--- config.mk ---
export PLATFORM = sky130hd
export DESIGN_NAME = lfsr_gen
export DESIGN_NICKNAME = d
export VERILOG_FILES = /design/src/rtl/lfsr_gen.sv
export SDC_FILE = /design/constraint.sdc
export NUM_CORES = 1
export LEC_CHECK = 0
export BUFFER_PORTS_ARGS = -buffer_cell sky130_fd_sc_hd__buf_2
export CORE_ASPECT_RATIO = 1.4
export CORE_UTILIZATION = 47
export CTS_BUF_LIST = sky130_fd_sc_hd__clkbuf_8
export CTS_CLUSTER_SIZE = 30
export DETAILED_ROUTE_END_ITERATION = 16
export HOLD_SLACK_MARGIN = 0.15
export PLACE_DENSITY_LB_ADDON = 0.1
export REMOVE_ABC_BUFFERS = 1
export SYNTH_ARGS = -nofsm -noshare
export SYNTH_HDL_FRONTEND = slang
export SYNTH_SLANG_ARGS = --single-unit
--- constraint.sdc ---
create_clock -name clk -period 1.9 [get_ports clk]
set_clock_uncertainty 0.2 [all_clocks]
set_input_delay 0.38 -clock clk [delete_from_list [all_inputs] [get_ports clk]]
set_output_delay 0.38 -clock clk [all_outputs]
set_load 0.05 [all_outputs]
--- src/rtl/lfsr_gen.sv ---
// Purpose : parametrised Fibonacci LFSR with reseed, on-demand word fill and period-wrap pulse.
// Latency : en step visible next cycle; a word is ready OUT_WIDTH+1 cycles after its req edge.
// Backpr. : none; req is ignored while busy, and rd_valid holds until the next req, seed_load or rst.
module lfsr_gen #(
   parameter int                 WIDTH     = 17,
   parameter logic [WIDTH-1:0]   TAPS      = 17'h12000,
   parameter logic [WIDTH-1:0]   SEED      = 17'h1BEEF,
   parameter int                 OUT_WIDTH = 16
) (
   input  logic                 clk,
   input  logic                 rst,
   input  logic                 en,
   input  logic                 seed_load,
   input  logic [WIDTH-1:0]     seed,
   input  logic                 req,
   output logic [OUT_WIDTH-1:0] rd_data,
   output logic                 rd_valid,
   output logic                 busy,
   output logic [WIDTH-1:0]     state,
   output logic                 wrap
);

   // Counter only has to reach OUT_WIDTH-1; keep it at least one bit wide.
   localparam int CNT_W = (OUT_WIDTH > 1) ? $clog2(OUT_WIDTH) : 1;

   typedef enum logic {
      IDLE = 1'b0,
      FILL = 1'b1
   } fsm_t;

   fsm_t             fsm;
   logic [CNT_W-1:0] cnt;
   logic [WIDTH-1:0] s;
   logic [WIDTH-1:0] start;
   logic             fb;
   logic [WIDTH-1:0] s_nxt;
   logic [WIDTH-1:0] load_val;

   // Feedback bit and next state: XOR of tapped bits shifted in at the LSB.
   always_comb begin
      fb = 1'b0;
      for (int i = 0; i < WIDTH; i++) begin
         fb = fb ^ (s[i] & TAPS[i]);
      end
      s_nxt = {s[WIDTH-2:0], fb};
   end

   // A zero seed would lock the register up, so it is replaced by SEED.
   assign load_val = (seed == '0) ? SEED : seed;

   // Single sequential block: rst > seed_load > FILL step > req accept > en step.
   always_ff @(posedge clk) begin
      if (rst) begin
         s        <= SEED;
         start    <= SEED;
         fsm      <= IDLE;
         cnt      <= '0;
         rd_data  <= '0;
         rd_valid <= 1'b0;
         busy     <= 1'b0;
         wrap     <= 1'b0;
      end else if (seed_load) begin
         // Reload aborts any fill in progress; rd_data keeps the last word.
         s        <= load_val;
         start    <= load_val;
         fsm      <= IDLE;
         cnt      <= '0;
         rd_valid <= 1'b0;
         busy     <= 1'b0;
         wrap     <= 1'b0;
      end else if (fsm == FILL) begin
         s    <= s_nxt;
         wrap <= (s_nxt == start);
         cnt  <= cnt + CNT_W'(1);
         if (cnt == CNT_W'(OUT_WIDTH - 1)) begin
            rd_data  <= s_nxt[OUT_WIDTH-1:0];
            rd_valid <= 1'b1;
            fsm      <= IDLE;
            busy     <= 1'b0;
         end
      end else if (req) begin
         // Acceptance edge only arms the fill; the first step is on the next edge.
         fsm      <= FILL;
         busy     <= 1'b1;
         cnt      <= '0;
         rd_valid <= 1'b0;
         wrap     <= 1'b0;
      end else if (en) begin
         s    <= s_nxt;
         wrap <= (s_nxt == start);
      end else begin
         wrap <= 1'b0;
      end
   end

   assign state = s;

endmodule

* Word-level counts from Yosys, hierarchy flattened
Index checks and enable logic that the tools add are counted.
Operators by class: bitwise gates (word level) 2, reductions and logical operators 7, multiplexer cells 19, equality and inequality tests 4, add/subtract/negate cells 1
Operators with widths (number):
- $mux W17 | 5
- $eq A17 B17 Y1 | 1
- $logic_not A17 Y1 | 1
- $mux W1 | 12
- $mux W4 | 2
- $add A4 B1 Y4 const B | 1
- $eq A4 B4 Y1 const B | 1
- $reduce_and A2 Y1 | 2
- $ne A3 B2 Y1 const B | 1
- $reduce_and A3 Y1 | 1
- $reduce_bool A3 Y1 | 1
- $ne A2 B1 Y1 const B | 1
- $reduce_bool A2 Y1 | 1
- $reduce_or A2 Y1 | 1
- $not A1 Y1 | 1
- $xor A1 B1 Y1 | 1
Storage, ports and cells: logic and storage cells 41, bits of input ports 22, register bits 58, output and inout port bits 36

* Logic depth before layout (Yosys ltp)
depth in word-level cells 5, gate-level depth with buffers 7, mapped depth without buffers 5

* Worst setup path before layout
No wires, ideal clock.
path type reg2reg, from register s[6] (netlist: state[6]), to register wrap, data required time 1612 ps, setup slack 115 ps, clock period less this slack 1785 ps, arrival 1497 ps, stages on the path, launching flop included 4, library setup time 88 ps, buffers on the path 0, cell sequence dfxtp_1 -> xor2_1 -> or4_1 -> nor4_2
On the way: word-level cells in the longest chain between the ends 4
RTL lines:
- start: declaration | line 33 | logic [WIDTH-1:0] s;
- start signal: assignment | line 64 | s <= load_val;
- start signal: assignment | line 72 | s <= s_nxt;
- start signal: assignment | line 89 | s <= s_nxt;
- $eq A17 B17 Y1 (*) | line 73, 90
- $mux W1 | line 88 | end else if (en) begin
- $mux W1 | line 81 | end else if (req) begin
- $mux W1 (*) | line 71 | end else if (fsm == FILL) begin
- end signal: assignment | line 73 | wrap <= (s_nxt == start);
- end signal: assignment | line 90 | wrap <= (s_nxt == start);
- end: declaration | line 20 | output logic wrap
Every way passes the cells marked *; elsewhere a longest branch is shown, timed or not. A chain may end at the register's enable or synchronous reset.

* Final worst setup path
from input port rst, to register wrap
On the way: word-level cells in the longest chain between the ends 1
RTL lines:
- start: declaration | line 11 | input logic rst,
- $reduce_or A2 Y1 (no line)
No other way between the ends.

==> metrics.txt <==
Top Ports 58; commonest non-fill, non-tap cell in the layout dfxtp_1; Detailed Route Iter0 Violations 100; clk sinks 58; number of synthesized register bits 58; Layout area overhead 36.5%; Yosys cell types 36; outcome finished clean; ANT cells 0; Max-cap violations 0; First-pass DRT Iterations 4; Placement Rows 30; chip height between 80 and 90 um; largest net degree at the start of global routing 27; Final Hold Viols 0; Post-CTS Repair Setup Buffers 0; Pleak 0.00144 uW; Switching Fraction 28.0%; Period Utilization, post-route 94.8%; most frequent cells in the layout dfxtp_1, buf_2, nand2_1, buf_4, a21oi_1; path type of the worst min-delay path in2reg; warnings from Yosys 0; required time of the worst setup path 1.94 ns; Core Footprint 0.00488 mm^2; Pint a little over 2000 uW; starting density of the core 49.0%; die span in x around 62 um; via/cell ratio 5.19; critical path fanouts, max 14; Syn Std Cell Area 0.00239 mm^2; final wirelength between 6000 and 7000 um; first-pass GRT wire length approximately 10000 um; GPL Wtd Cong 0.736; Avg Inst Size Synth 9.65 um^2; switching pwr 785 uW; Syn Inst Count 248; CTS root buf clkbuf_8; setup tns final 0 ns; DR vias 2152; sequential share of power 46.8%; cell area after layout 0.00326 mm^2; sequential share of the synthesized area a little under 50%; vias in the first global route about 2100; Inserted Clock Buffers 9; CP Capture Type flip-flop; Die ar. approximately 0.0054 mm^2; antenna violations before repair 0; Worst-path clk slew approximately 0.06 ns; drt wl/cell 15.0 um; max_slew headroom 68.4%; CTS max path bufs 2; fin nets 369; RSZ-0062 raised after global routing false; Main synth FF type dfxtp_1; dpl hpwl 4410 um; Slew Viols, Final 0; Tmin final 1.80 ns; H-tree Lvls 3; clock network power share 37.2%; Worst setup SP type input pin; layout cells sized above 1 31.3%; CTS tree yes; Pwr Density ~860 mW/mm^2; antenna-violating nets left 0; type of the worst setup path in2reg; post-placement cell area about 0.003 mm^2; Tot Pwr 2810 uW; # setup viols final 0; VDD IR-drop max 0.526 mV; number of synthesized flops with an enable pin 0; combinational share of power 16.0%; worst skew pair latency 0.34 ns; share of synthesized registers carrying an async set or reset 0%; slew at the pin closest to its max-slew limit about 0.47 ns; total track usage 25.2%; drt drc 0; fmax 0.555 GHz; I/O Buffers 57; crit path DAT 1.84 ns; Congestion Overflow GR 0
==> what timing repair did <==
item	4_1_cts	5_1_grt
hold buffers	11	0
endpoints found under the hold margin	16	0
resized for setup	0	0
==> worst paths after layout <==
path,cells after the start,from,slack (ns),endpoint
worst max-delay path,5,rst,0.1,wrap
worst min-delay path,3,seed[5],0.18,start[5]
worst max register to register,3,fsm,0.17,wrap
worst min register to register,2,rd_data[12],0.25,rd_data[12]
==> kinds of logic (layout without fill, tap and decap cells) <==
family,count (synthesis),after routing,synth area share [%]
and+or+nand+nor,75,75,15.1
AOI/OAI and AO/OA,60,60,18.3
DFF,58,58,48.5
xor gates and xnor gates,20,20,7.32
buffers and inverters,18,121,3.61
muxes,16,16,6.69
adders and majority gates,1,1,0.523
==> through the flow <==
stage,hold WS (ns),std cells,setup slack (ns),util [%]
detailed placement,0.244,388,-0.153,60.9
global route,0.175,415,0.0253,66.9
CTS,0.174,415,0.104,66.9
finish,0.180,415,0.0994,66.9
global placement,0.238,388,-0.102,60.9
floorplan,0.249,234,0.0535,-
==> synth_stat cells (all sizes together) (2+ instances only) <==
cell	n	share of area [%]
dfxtp	58	49
nand2	33	5.2
a21oi	19	4.0
nor2	19	3.3
xor2	17	6.2
mux2i	16	6.7
a2bb2oi	13	4.8
o22a	13	4.8
clkbuf	9	1.4
nor4	8	2.4
o21ai	6	1.7
buf	5	1.6
inv	4	0.63
a311oi	3	1.1
nand4	3	0.78
xnor2	3	1.1
a31oi	2	0.52
and3	2	0.52
nand2b	2	0.52
nor3	2	0.42
or2	2	0.52
==> sequential cells by signal, summed over array words and instances, names as in the netlist <==
signal	cells
wrap	1
rd_valid	1
cnt	4
fsm	1
busy	1
start	17
rd_data	16
state	17
==> final cells by class <==
type / instances / area, um^2
clock buffer: 12 / 165
multi-input combinational: 172 / 1140
tap: 64 / 80.1
clock inverter: 4 / 17.5
timing repair buffer: 101 / 681
inverter: 4 / 15.0
sequential: 58 / 1160
fill: 421 / 1620
==> critical path, cell delays in order <==
cell and delay [ns]:
dlygate4sd3_1 0.55, buf_2 0.18, or2_1 0.26, buf_12 0.16
nor4_2 0.30
==> power groups by stage <==
stage | clock (uW) | sequential [uW] | combinational [uW]
after floorplan | 0 | 1440 | 156
after CTS | 1050 | 1320 | 452
after global routing | 1120 | 1320 | 483
after global placement | 0 | 1340 | 428
final | 1040 | 1320 | 449
after detailed placement | 0 | 1340 | 433
==> metal layers <==
| layer | track usage [%] | part of all wire [%] | vias to the layer above |
|---|---|---|---|
| met5 | 0 | 0 | - |
| met4 | 14.2 | 2.0 | 0 |
| met3 | 5.53 | 3.9 | 13 |
| met2 | 45.7 | 52 | 46 |
| met1 | 27.1 | 42 | 1001 |
| li1 | - | - | 1092 |
Power figures use the tool's default switching activity.
